[src/rtl/idma_desc64_reader_gen.sv]
// rtl/idma_desc64_reader_gen.sv - width-generic desc64 descriptor reader; option macro IDMA_DESC64_READER_GEN_ERR_EN
package idma_desc64_reader_gen_pkg;
    typedef struct packed {
        logic [63:0] data;
        logic [1:0]  resp;
        logic        last;
    } r_chan_64_t;
endpackage

module idma_desc64_reader_gen #(
    parameter int unsigned DataWidth    = 64,
    parameter int unsigned DescWidth    = 256,
    parameter type         axi_r_chan_t = idma_desc64_reader_gen_pkg::r_chan_64_t,
    parameter type         descriptor_t = logic [255:0]
) (
    input  logic        clk_i,
    input  logic        rst_i,
    input  axi_r_chan_t r_chan_i,
    input  logic        r_valid_i,
    output logic        r_ready_o,
    output descriptor_t desc_o,
    output logic        desc_valid_o,
    input  logic        desc_ready_i,
    output logic        desc_err_o,
    output logic        irq_o,
    output logic        irq_valid_o,
    output logic [63:0] next_addr_o,
    output logic        next_addr_valid_o,
    output logic        proto_err_o,
    output logic        inflight_o
);
    localparam int unsigned Beats    = DescWidth / DataWidth;
    localparam int unsigned CntW     = (Beats > 1) ? $clog2(Beats) : 1;
    localparam int unsigned NextBeat = (128 + DataWidth - 1) / DataWidth - 1;
    localparam logic [CntW-1:0] LastIdx = CntW'(Beats - 1);
    localparam logic [CntW-1:0] NextIdx = CntW'(NextBeat);

    if (DescWidth != 256) begin : g_bad_desc_width
        $error("idma_desc64_reader_gen: DescWidth must be 256");
    end
    if (!(DataWidth == 32 || DataWidth == 64 || DataWidth == 128 || DataWidth == 256))
    begin : g_bad_data_width
        $error("idma_desc64_reader_gen: DataWidth must be 32, 64, 128 or 256");
    end

    typedef enum logic {
        ST_FILL,
        ST_DISCARD
    } state_e;

    state_e                          state_q;
    logic [CntW-1:0]                 cnt_q;
    logic [Beats-1:0][DataWidth-1:0] asm_q;
    logic [Beats-1:0][DataWidth-1:0] asm_d;
    logic [DescWidth-1:0]            desc_d;
    logic [CntW-1:0]                 slot;
    descriptor_t                     desc_q;
    logic                            desc_valid_q;
    logic                            desc_err_q;
    logic                            err_q;
    logic                            irq_q;
    logic                            irq_valid_q;
    logic [63:0]                     next_q;
    logic                            next_valid_q;
    logic                            proto_q;
    logic                            is_final;
    logic                            out_free;
    logic                            beat_hs;
    logic                            err_now;

    // Beat 0 lands in the top slot so the first beat carries the MSBs.
    assign slot     = LastIdx - cnt_q;
    assign is_final = (cnt_q == LastIdx);
    assign out_free = !desc_valid_q || desc_ready_i;

    always_comb begin
        asm_d       = asm_q;
        asm_d[slot] = r_chan_i.data;
    end
    assign desc_d = asm_d;

    // Only a beat that can complete (or abort) a descriptor waits on the output stage.
    assign r_ready_o = (state_q == ST_DISCARD) || !(is_final || r_chan_i.last) || out_free;
    assign beat_hs   = r_valid_i && r_ready_o;

`ifdef IDMA_DESC64_READER_GEN_ERR_EN
    assign err_now    = err_q || (r_chan_i.resp != 2'b00);
    assign desc_err_o = desc_err_q;
`else
    logic unused_err;
    assign err_now    = 1'b0;
    assign desc_err_o = 1'b0;
    assign unused_err = ^{r_chan_i.resp, desc_err_q, err_q};
`endif

    always_ff @(posedge clk_i) begin
        if (rst_i) begin
            state_q      <= ST_FILL;
            cnt_q        <= '0;
            asm_q        <= '0;
            desc_q       <= '0;
            desc_valid_q <= 1'b0;
            desc_err_q   <= 1'b0;
            err_q        <= 1'b0;
            irq_q        <= 1'b0;
            irq_valid_q  <= 1'b0;
            next_q       <= '0;
            next_valid_q <= 1'b0;
            proto_q      <= 1'b0;
        end else begin
            irq_valid_q  <= 1'b0;
            next_valid_q <= 1'b0;
            proto_q      <= 1'b0;
            if (desc_valid_q && desc_ready_i) begin
                desc_valid_q <= 1'b0;
            end
            if (beat_hs) begin
                if (state_q == ST_DISCARD) begin
                    if (r_chan_i.last) begin
                        state_q <= ST_FILL;
                    end
                end else if (is_final) begin
                    desc_q       <= descriptor_t'(desc_d);
                    desc_valid_q <= 1'b1;
                    desc_err_q   <= err_now;
                    cnt_q        <= '0;
                    err_q        <= 1'b0;
                    if (!r_chan_i.last) begin
                        state_q <= ST_DISCARD;
                        proto_q <= 1'b1;
                    end
                end else if (r_chan_i.last) begin
                    cnt_q   <= '0;
                    err_q   <= 1'b0;
                    proto_q <= 1'b1;
                end else begin
                    cnt_q <= cnt_q + CntW'(1);
                    asm_q <= asm_d;
                    err_q <= err_now;
                end
                // Sideband is early information about a descriptor that is still live.
                if (state_q == ST_FILL && (is_final || !r_chan_i.last) && !err_now) begin
                    if (cnt_q == '0) begin
                        irq_q       <= desc_d[224];
                        irq_valid_q <= 1'b1;
                    end
                    if (cnt_q == NextIdx) begin
                        next_q       <= desc_d[191:128];
                        next_valid_q <= 1'b1;
                    end
                end
            end
        end
    end

    assign desc_o            = desc_q;
    assign desc_valid_o      = desc_valid_q;
    assign irq_o             = irq_q;
    assign irq_valid_o       = irq_valid_q;
    assign next_addr_o       = next_q;
    assign next_addr_valid_o = next_valid_q;
    assign proto_err_o       = proto_q;
    assign inflight_o        = (cnt_q != '0) || desc_valid_q || (state_q == ST_DISCARD);

endmodule
[config.mk]
export PLATFORM = sky130hd
export DESIGN_NAME = idma_desc64_reader_gen
export DESIGN_NICKNAME = d
export VERILOG_FILES = /design/src/rtl/idma_desc64_reader_gen.sv
export SDC_FILE = /design/constraint.sdc
export NUM_CORES = 1
export LEC_CHECK = 0
export BUFFER_PORTS_ARGS = -buffer_cell sky130_fd_sc_hd__buf_2
export CAP_MARGIN = 20
export CORE_MARGIN = 1.5
export CORE_UTILIZATION = 55
export DETAILED_ROUTE_END_ITERATION = 7
export PLACE_DENSITY = 0.77
export SYNTH_ARGS = -nofsm -noshare
export SYNTH_HDL_FRONTEND = slang
export SYNTH_SLANG_ARGS = --single-unit
[constraint.sdc]
create_clock -name clk_i -period 3.2 [get_ports clk_i]
set_input_delay 0.32 -clock clk_i [delete_from_list [all_inputs] [get_ports clk_i]]
set_output_delay 0.32 -clock clk_i [all_outputs]
set_load 0.01 [all_outputs]
# --- After elaboration in Yosys (flattened, before gate mapping) ---
# Index checks and enable logic that the tools add are counted.
totals:
  wordCells: 63
  ff_bits: 584
  inputBits: 71
  output_inout_bits: 328
classes:
  n_reduce_logical: 23
  n_mux: 16
  n_addsub: 2
  n_eq_ne: 2
  order_cmp: 2
  bitwise_logic: 5
ops:
  columns: ["cell", "n"]
  rows:
  - ["bitwise mux 256 bit", 1]
  - ["demux 64 bit (select 2 bit)", 1]
  - ["two-way mux 64 bit", 1]
  - ["two-way mux 1 bit", 11]
  - ["AND reduction 3 bit", 3]
  - ["logical OR 1 bit", 7]
  - ["OR reduction 3 bit", 2]
  - ["inverter 1 bit", 5]
  - ["logical AND 1 bit", 4]
  - ["two-way mux 2 bit", 2]
  - ["AND reduction 4 bit", 1]
  - ["logical NOT 1 bit", 3]
  - ["less-than comparator 2 x 3 -> 1 bit (second input constant)", 1]
  - ["adder 2 x 1 -> 2 bit (second input constant)", 1]
  - ["== test 2 x 1 -> 1 bit (second input constant)", 1]
  - ["== test 2 bit (second input constant)", 1]
  - [">= comparator 2 x 1 -> 1 bit (second input constant)", 1]
  - ["logical NOT 2 bit", 1]
  - ["AND reduction 2 bit", 1]
  - ["nonzero test 2 bit", 1]
  - ["subtractor 2 bit (first input constant)", 1]

# --- Depth between registers and ports, before layout ---
# Gate-level depths: netlist of run 1.
depth:
  depth_word: 8
  mapped_depth: 10
  ltp_nobuf: 6

# --- Worst setup path before layout of run 1 ---
# OpenSTA, ideal clock, no wires.
synth_timing:
  kind: "reg2out"
  from: "reg cnt_q[0]"
  to: "out r_ready_o"
  required_time_ps: 2880
  arrival_ps: 2053
  path_slack_ps: 827
  path_buffers: 3
  stages_incl_launch_ff: 9
  cell_sequence: "dfxtp_1 > ha_1 > inv_1 > ha_1 > or3b_1 > buf_2 > buf_2 > clkbuf_1 > or2_2"
synth_between:
  elab_chain_cells: 5
synth_rtl:
  columns: ["element", "line_no", "rtl"]
  rows:
  - ["start: declaration", "52", "logic [CntW-1:0] cnt_q;"]
  - ["start signal: assignment", "137", "cnt_q <= cnt_q + CntW'(1);"]
  - ["== test 2 bit", "73", "assign is_final = (cnt_q == LastIdx);"]
  - ["logical OR 1 bit", "83", "assign r_ready_o = (state_q == ST_DISCARD) || !(is_final || r_chan_i.last) || out_free;"]
  - ["logical NOT 1 bit", "83", null]
  - ["logical OR 1 bit (2 in series)", "83", null]
  - ["end: declaration", "20", "output logic r_ready_o,"]
# No other way between the ends.

# --- Final worst setup path of run 1 ---
layout_timing:
  from: "reg cnt_q[0]"
  to: "reg next_q[59], in the netlist next_addr_o[59]"
layout_between:
  elab_chain_cells: 7
  elab_cells_between_ends: 17
  cone_classes: "add/sub: 1; order compare: 2; eq/ne: 2; mux: 3; reduce/logical: 9"
layout_rtl:
  columns: ["element", "line_no", "rtl"]
  rows:
  - ["parallel branches: the longest is 7 deep, another holds less-than comparator 2 x 3 -> 1 bit", null, null]
  - ["end signal: assignment", "148", "next_q <= desc_d[191:128];"]
  - ["end: declaration", "63", "logic [63:0] next_q;"]
# Parallel ways; which one is timed is not known.
# A chain may end at the register's enable or synchronous reset.

==> results of run 1 <==
report_power, final:
group	switching (mW)	internal, mW	leakage [nW]
clock	2.54	3.93	0.914
combinational	0.557	0.305	5.62
sequential	0.0408	6.56	4.20
layout make-up:
| cell class | count | area share (%) |
|---|---|---|
| antenna | 3 | 0.0290 |
| clock buffer | 81 | 6.35 |
| clock inverter | 14 | 0.793 |
| inverter | 4 | 0.0580 |
| multi-input combinational | 1512 | 40.4 |
| sequential | 520 | 40.2 |
| tap | 518 | 2.50 |
| timing repair buffer | 437 | 9.67 |
cells in the mapped netlist (all sizes together), types with 2 or more instances:
library cell    n
dfxtp         520
a21oi         385
nand2         387
clkbuf        142
nand2b        196
nor4b           2
buf            73
nand4b          5
and4b           3
mux2i         323
ha              7
a211oi        192
inv             4
or3b            2
final timing paths:
path / startpoint / endpoint / slack [ns] / depth (start not counted)
min reg2reg: asm_q[244] / asm_q[244] / 0.45 / 2
min: r_chan_i[23] / asm_q[148] / 0.04 / 3
max: cnt_q[0] / next_addr_o[59] / 0.25 / 8
max reg2reg: cnt_q[0] / next_addr_o[59] / 0.25 / 8
metrics by stage:
step / util [%] / setup slack, ns
final: 66.5 / 0.248
after global routing: 66.5 / 0.119
after CTS: 66.5 / 0.231
after detailed placement: 61.8 / 0.261
after global placement: 61.8 / 0.451
after floorplan: - / 0.827
layer usage:
layer	share of wire [%]	wire (um)	GRT usage (%)	vias to the layer above
met4	2.9	1690	10.5	2
met1	42	25000	35.7	8416
met3	7.0	4130	6.56	105
met5	0.017	10	0	-
met2	48	28400	47.3	545
li1	-	-	-	8357
worst register-to-register path, stage by stage (launching register included):
cell	delay, ns
dfxtp_1	0.45
ha_1	0.28
inv_1	0.09
ha_1	0.28
or3b_4	0.48
buf_4	0.32
nand4b_1	0.32
buf_12	0.31
mux2i_1	0.35
flip-flops by register name, indices dropped and copies added (netlist names), 2 cells and up:
name and flops:
asm_q 192, cnt_q 2, desc_o 256, next_addr_o 64
kinds of logic after synthesis:
kind of cell	Yosys count	synth area share (%)
buf+inv	219	4.69
fa+ha+maj	7	0.401
simple gates	603	13.0
other cells	1	0.0172
mux	323	14.8
compound gates	578	19.4
flops	520	47.7
==> results.py, run 1 <==
metrics = {
    "outcome": {
        "status": "completed",
    },
    "logic_synthesis": {
        "synth_top_area_share_pct": 47.7,
        "synth-seq-cells": 520,
        "synth-seq-area-share_pct": 47.7,
        "netlist_area_sq_mm": 0.0218,
        "synth_area_per_cell_sq_um": 9.70,
        "synth_area_leaders": "dfxtp_1 (48%), mux2i_1 (15%), a211oi_2 (9.7%), a21oi_1 (8.8%), nand2_1 (6.6%)",
        "synthArstFlopShare_pct": 0,
        "synth_fp_nets": 2329,
        "synth_cells": 2251,
        "synth_edf_count": 0,
        "synth_flop_cell": "dfxtp_1",
        "ys_warn_count": 0,
        "yosysUniqueCellTypes": 30,
        "yosysTopAreaCell": "dfxtp_1",
    },
    "clock_network": {
        "clkSinkCount": 520,
        "holdBufCountCts": 0,
        "cts_buffer_depth": 3,
        "clk_pin_slew_ns": 0.06,
        "cts_tree": "done",
        "cts_root_buf": "clkbuf_16",
        "ctsHtreeMaxLevel": 2,
        "post_cts.repair.setup_buffers": 0,
        "cts_resized": 0,
        "cts_buffers": 53,
        "clk_latency_ns": 0.59,
    },
    "pwr": {
        "total_power_mw": 13.9,
        "powerDensity_mw_per_mm2": 538,
        "ir_drop_v": 0.000458,
        "p_leak_nw": 10.7,
    },
    "setup_path": {
        "cp.buffers_inverters": 3,
        "crit_family": "simple AND/OR/NAND/NOR gates",
        "cpMaxStageDelayCell": "or3b_4",
        "required_ns": 3.71,
        "worst_setup_path_end_kind": "register",
        "cp_data_arrival_time_ns": 3.46,
        "cp_max_fo": 51,
        "worst_path_most_repeated_cell": "ha_1",
        "path_cells": "ha_1 -> inv_1 -> ha_1 -> or3b_4 -> buf_4 -> nand4b_1 -> buf_12 -> mux2i_1",
        "criticalPathCategory": "register to register",
        "cp_slowest_stage_delay_ns": 0.48,
        "worst_setup_path_start_kind": "register",
    },
    "floorplanning": {
        "die-area_sq_mm": 0.0409,
        "die_y_um": 202,
        "pin_count": 399,
        "core-area_sq_mm": 0.0389,
        "num_rows": 72,
        "fp.dieW_um": 202,
        "initial_utilization_pct": 56.1,
    },
    "grt": {
        "grt_pass1_vias": 17500,
        "track_usage_pct": 28.3,
        "gr-total-overflow": 0,
        "grt_max_degree": 194,
        "antenna_found_initial": 5,
        "grt_first_pass_wirelength_um": 94200,
    },
    "sta": {
        "hold_ws_ns": 0.0359,
        "tns_ns": 0,
        "final_max_slew_viol_count": 0,
        "hold_viol": 0,
        "finalSetupViolations": 0,
        "fmax_mhz": 339,
        "tightest_slew_ns": 1.06,
        "skew_ns": 0.0173,
        "slew_headroom_pct": 29.2,
        "final.min_clock_period_ns": 2.95,
        "rsz0062_at_grt": "false",
        "min_period_over_period_pct": 92.2,
    },
    "cells_and_area": {
        "final_cells": 3089,
        "design_area_sq_mm": 0.0259,
        "syn_to_final_growth_pct": 18.6,
        "mostFrequentLayoutCell": "dfxtp_1",
        "fill_cells": 3135,
        "drive_above_1_share_pct": 27.5,
        "multi_input_area_sq_mm": 0.0105,
        "regArea_sq_mm": 0.0104,
        "nets": 2606,
        "layout_common_cells": "dfxtp_1 (520), buf_2 (394), nand2_1 (386), a21oi_1 (385), mux2i_1 (323)",
    },
    "placed_design": {
        "placed_area_sq_mm": 0.0240,
        "post-dp-hpwl_um": 37000,
        "dp_cells": 2991,
        "gp_congestion": 0.807,
        "portBuffers": 395,
    },
    "drt": {
        "wirelength_um": 59200,
        "via_per_inst": 5.64,
        "drtIter0Drc": 1037,
        "wl_per_cell_um": 19.2,
        "firstDrtPassIters": 5,
        "antenna_left": 0,
        "vias": 17400,
        "drc_errors": 0,
    },
    "worst_hold_path": {
        "hold_class": "input port to register",
    },
    "job": {
        "maxCapViolCount": 0,
    },
}
Note: power is estimated with default switching activity, not from simulation.
==> run 2: changes to the inputs <==
- CORE_ASPECT_RATIO: unset -> 0.5
==> results.py, run 2 (synthesis gave the netlist of run 1 again) <==
metrics = {
    "setup_path": {
        "worst_path_most_repeated_cell": "ha_1",
        "cp_data_arrival_time_ns": 2.55,
        "cpMaxStageDelayCell": "or3b_4",
        "cp_slowest_stage_delay_ns": 0.49,
        "worst_setup_path_end_kind": "output port",
        "criticalPathCategory": "register to output port",
        "cp_max_fo": 8,
        "path_cells": "ha_1 -> inv_1 -> ha_1 -> or3b_4 -> or2_2 -> buf_2",
        "worst_setup_path_start_kind": "register",
        "required_ns": 2.88,
    },
    "clock_network": {
        "cts_root_buf": "clkbuf_16",
        "cts_resized": 0,
        "clkSinkCount": 520,
        "cts_buffer_depth": 3,
        "holdBufCountCts": 0,
        "post_cts.repair.setup_buffers": 0,
        "ctsHtreeMaxLevel": 2,
        "cts_tree": "done",
        "clk_latency_ns": 0.56,
        "clk_pin_slew_ns": 0.07,
        "cts_buffers": 46,
    },
    "sta": {
        "final.min_clock_period_ns": 2.87,
        "fmax_mhz": 348,
        "slew_headroom_pct": 45.3,
        "rsz0062_at_grt": "false",
        "tns_ns": 0,
        "skew_ns": 0.0261,
        "finalSetupViolations": 0,
        "tightest_slew_ns": 0.821,
        "min_period_over_period_pct": 89.8,
        "hold_viol": 0,
        "final_max_slew_viol_count": 0,
    },
    "outcome": {
        "status": "completed",
    },
    "placed_design": {
        "portBuffers": 395,
        "post-dp-hpwl_um": 36700,
        "gp_congestion": 0.802,
    },
    "grt": {
        "grt_pass1_vias": 16200,
        "track_usage_pct": 27.0,
        "grt_max_degree": 100,
        "gr-total-overflow": 0,
        "antenna_found_initial": 1,
        "grt_first_pass_wirelength_um": 90200,
    },
    "drt": {
        "wirelength_um": 58100,
        "wl_per_cell_um": 18.8,
        "vias": 17300,
        "antenna_left": 0,
        "firstDrtPassIters": 5,
        "drtIter0Drc": 1231,
        "drc_errors": 0,
        "via_per_inst": 5.61,
    },
    "pwr": {
        "p_sw_mw": 3.06,
        "powerDensity_mw_per_mm2": 514,
        "total_power_mw": 13.2,
        "combPwrFrac_pct": 6.5,
        "intPower_mw": 10.1,
        "swShare_pct": 23.2,
        "clkPwrFrac_pct": 43.4,
        "ir_drop_v": 0.000349,
        "p_leak_nw": 10.6,
        "seq_power_share_pct": 50.1,
    },
    "worst_hold_path": {
        "hold_class": "input port to register",
    },
    "cells_and_area": {
        "regArea_sq_mm": 0.0104,
        "drive_above_1_share_pct": 27.0,
        "utilization_pct": 65.7,
        "syn_to_final_growth_pct": 17.3,
        "largest_reg_flops": 256,
        "multi_input_area_sq_mm": 0.0105,
        "nets": 2602,
        "layout_common_cells": "dfxtp_1 (520), buf_2 (394), nand2_1 (386), a21oi_1 (385), mux2i_1 (323)",
        "mostFrequentLayoutCell": "dfxtp_1",
        "fill_cells": 3129,
    },
    "floorplanning": {
        "pin_count": 399,
        "num_rows": 51,
        "die_y_um": 144,
        "initial_utilization_pct": 56.0,
        "die-area_sq_mm": 0.0410,
        "fp.dieW_um": 285,
        "core-area_sq_mm": 0.0390,
    },
    "job": {
        "maxCapViolCount": 0,
    },
}
## run 2: metrics by stage
stage	setup WS (ns)	cell area (sq um)	hold WS [ns]	instances
6_report	0.327	25600	0.0333	3086
5_1_grt	0.195	25600	0.0312	3086
4_1_cts	0.293	25600	0.0124	3085
3_5_place_dp	0.640	24100	0.446	3006
3_3_place_gp	0.741	24100	0.441	3006
2_1_floorplan	0.827	21800	0.432	2251
## run 2: final cells by class
class	instances	share of cell area, %
flip-flops and latches	520	40.7
multi-input cells	1512	40.8
diodes	1	0.00977
clock inverters	14	0.811
well taps	530	2.59
inverters	4	0.0586
clock buffers	65	5.09
repair buffers	440	9.96
## run 2: power by group through the flow
stage               combinational (mW)  sequential [mW]  clock, mW
floorplan                        0.544             6.74          0
global placement                 0.839             6.73          0
detailed placement               0.850             6.74          0
CTS                              0.854             6.59       5.78
global route                     0.921             6.60       6.05
finish                           0.857             6.59       5.71
## run 2: final timing paths
check | start | to | slack [ns] | cells after the start
worst max-delay path | cnt_q[0] | r_ready_o | 0.33 | 6
worst min-delay path | desc_ready_i | desc_valid_o | 0.03 | 3
worst max register to register | cnt_q[0] | desc_o[51] | 0.58 | 7
worst min register to register | asm_q[177] | asm_q[177] | 0.45 | 2
## run 2: metal layers
layer	global-route usage [%]	share of wire, %	wire length (um)
met4	8.85	3.0	1760
met3	3.76	4.4	2580
met1	35.1	43	25200
met5	0	0	0
met2	46.7	49	28600
## run 2: critical path: cells and delay by family (launching register included)
family	cells	cell delay [ns]
flip-flops	1	0.45
AND/OR/NAND/NOR	2	0.78
buffers and inverters	2	0.23
adder cells (fa/ha/maj)	2	0.52
==> run 3: changes to the inputs <==
- ABC_AREA: unset -> 1
- CORE_UTILIZATION: 55 -> 56
- PLACE_DENSITY: 0.77 -> 0.78
==> results.py, run 3 <==
metrics = {
    "clock_network": {
        "clk_latency_ns": 0.55,
        "ctsHtreeMaxLevel": 2,
        "holdBufCountCts": 0,
        "post_cts.repair.setup_buffers": 0,
        "cts_tree": "done",
        "cts_root_buf": "clkbuf_16",
        "clk_pin_slew_ns": 0.07,
        "clkSinkCount": 520,
        "cts_buffers": 45,
        "cts_resized": 0,
        "cts_buffer_depth": 3,
    },
    "logic_synthesis": {
        "synth_fp_nets": 3295,
        "synth_edf_count": 0,
        "synth-seq-area-share_pct": 46.1,
        "synth.area.mux_share_pct": 0,
        "synth_cells": 3217,
        "synth_area_per_cell_sq_um": 7.02,
        "synth_flop_cell": "dfxtp_1",
        "synthArstFlopShare_pct": 0,
        "synthAdderAreaFrac_pct": 0.388,
        "synth_top_family_by_area": "compound AO/OA/AOI/OAI gates",
        "netlist_area_sq_mm": 0.0226,
        "synth_top_cells_by_count": "inv_1 (668), nand2_1 (627), dfxtp_1 (520)",
        "synthXorXnorAreaFrac_pct": 0,
        "synth_top_area_share_pct": 46.1,
        "synth_most_common_cell": "inv_1",
        "yosysTopAreaCell": "dfxtp_1",
        "yosysUniqueCellTypes": 23,
        "synth_area_leaders": "dfxtp_1 (46%), inv_1 (11%), nand2_1 (10%), o21bai_1 (7.0%), o21ai_0 (7.0%)",
        "synth-seq-cells": 520,
        "ys_warn_count": 0,
        "synthSimpleGateAreaFrac_pct": 17.3,
        "synth_compound_area_share_pct": 19.9,
    },
    "setup_path": {
        "r2r_cells": 11,
        "r2r-end": "desc_o[82]",
        "criticalPathCategory": "register to register",
        "r2r_setup_slack_ns": 0.72,
        "worst_setup_path_end_kind": "register",
        "cp_data_arrival_time_ns": 2.93,
        "cp_max_fo": 105,
        "worst_setup_path_start_kind": "register",
        "required_ns": 3.65,
        "r2r_start": "cnt_q[0]",
    },
    "pwr": {
        "p_leak_nw": 12.5,
        "ir_drop_v": 0.000388,
        "powerDensity_mw_per_mm2": 502,
        "total_power_mw": 13.0,
    },
    "placed_design": {
        "portBuffers": 395,
        "post-dp-hpwl_um": 35800,
        "dp_slack_ns": 0.767,
        "gp_congestion": 0.854,
    },
    "job": {
        "maxCapViolCount": 0,
    },
    "grt": {
        "grt_pass1_vias": 18100,
        "grt_first_pass_wirelength_um": 91800,
        "track_usage_pct": 26.6,
        "gr-total-overflow": 0,
        "grt_max_degree": 170,
        "antenna_found_initial": 1,
    },
    "drt": {
        "via_per_inst": 4.92,
        "wl_per_cell_um": 14.1,
        "drtIter0Drc": 1350,
        "antenna_left": 0,
        "firstDrtPassIters": 5,
        "vias": 19800,
        "wirelength_um": 56700,
        "drc_errors": 0,
    },
    "sta": {
        "finalSetupViolations": 0,
        "hold_viol": 0,
        "final.min_clock_period_ns": 2.48,
        "min_period_over_period_pct": 77.6,
        "setup_ws_ns": 0.715,
        "tns_ns": 0,
        "tightest_slew_ns": 0.924,
        "skew_ns": 0.0197,
        "final_max_slew_viol_count": 0,
        "rsz0062_at_grt": "false",
        "slew_headroom_pct": 38.4,
        "fmax_mhz": 402,
    },
    "outcome": {
        "status": "completed",
    },
    "worst_hold_path": {
        "hold_depth": 3,
        "hold_class": "input port to register",
        "min_from": "r_chan_i[32]",
        "whs_endpoint": "next_addr_o[29]",
    },
    "cells_and_area": {
        "syn_to_final_growth_pct": 14.3,
        "drive_above_1_share_pct": 14.1,
        "largest_reg_flops": 256,
        "nets": 3549,
        "mostFrequentLayoutCell": "inv_1",
        "layout_common_cells": "inv_1 (668), nand2_1 (627), dfxtp_1 (520), buf_2 (394), o21ai_0 (315)",
        "utilization_pct": 65.7,
    },
    "floorplanning": {
        "die_y_um": 145,
        "initial_utilization_pct": 57.5,
        "fp.dieW_um": 287,
        "die-area_sq_mm": 0.0416,
        "pin_count": 399,
        "core-area_sq_mm": 0.0393,
        "num_rows": 51,
    },
}
[run 3: changes by cell type after synthesis, sizes merged, moves of 192 or more]
| cell | before | now |
|---|---|---|
| nand2b | 196 | 0 |
| nand2 | 387 | 628 |
| inv | 4 | 669 |
| mux2i | 323 | 0 |
| nor2 | 1 | 306 |
| a211oi | 192 | 0 |
| o21ai | 0 | 385 |
| o21bai | 0 | 212 |
[run 3: critical path, stage by stage, from the launching register on]
cell and delay [ns]:
dfxtp_1 0.44, ha_1 0.27, inv_1 0.10, ha_1 0.25
nor2_2 0.14, nand2_4 0.08, nand4_1 0.14, buf_4 0.26
buf_12 0.37, nand2_1 0.13, inv_1 0.08, nor2_1 0.04
[run 3: worst max-delay path by stage]
stage | slack, ns | to | from | cells past startpoint
after floorplan | 1.28 | desc_o[187] | cnt_q[0] | 13
after global placement | 0.83 | desc_o[214] | cnt_q[0] | 11
after detailed placement | 0.77 | desc_o[82] | cnt_q[0] | 11
after CTS | 0.77 | desc_o[82] | cnt_q[0] | 11
after global routing | 0.54 | desc_o[203] | cnt_q[0] | 11
final | 0.72 | desc_o[82] | cnt_q[0] | 11
[run 3: final cells by class]
| class | count | area, sq um |
|---|---|---|
| multi-input combinational | 1809 | 8540 |
| timing repair buffer | 425 | 2350 |
| fill | 3491 | 13500 |
| tap | 530 | 663 |
| antenna | 1 | 2.50 |
| sequential | 520 | 10400 |
| clock inverter | 6 | 55.1 |
| clock buffer | 68 | 1290 |
| inverter | 670 | 2520 |
[run 3: where the power goes]
| part | internal [mW] | switching (mW) |
|---|---|---|
| logic | 0.344 | 0.697 |
| clock network | 2.85 | 2.37 |
| registers | 6.65 | 0.0500 |
| total | 9.85 | 3.12 |
[run 3: kinds of logic after synthesis]
logic type / Yosys count
and+or+nand+nor: 1009
buffers and inverters: 888
AOI/OAI and AO/OA: 792
DFF: 520
adders and majority gates: 7
other: 1
[run 3: per-layer routing]
layer / wire, um / vias up / GRT usage [%]
met5: 0 / - / 0
met4: 2440 / 0 / 11.7
met3: 2740 / 132 / 3.40
met2: 26500 / 488 / 44.5
met1: 25000 / 8958 / 34.5
li1: - / 10200 / -
[run 3: per-stage QoR]
step | hold slack [ns] | instance area [sq um] | std cells
after floorplan | 0.423 | 22600 | 3217
after global placement | 0.431 | 24500 | 3954
after detailed placement | 0.439 | 24500 | 3954
after CTS | 0.00508 | 25800 | 4028
after global routing | 0.0488 | 25800 | 4029
final | 0.0263 | 25800 | 4029
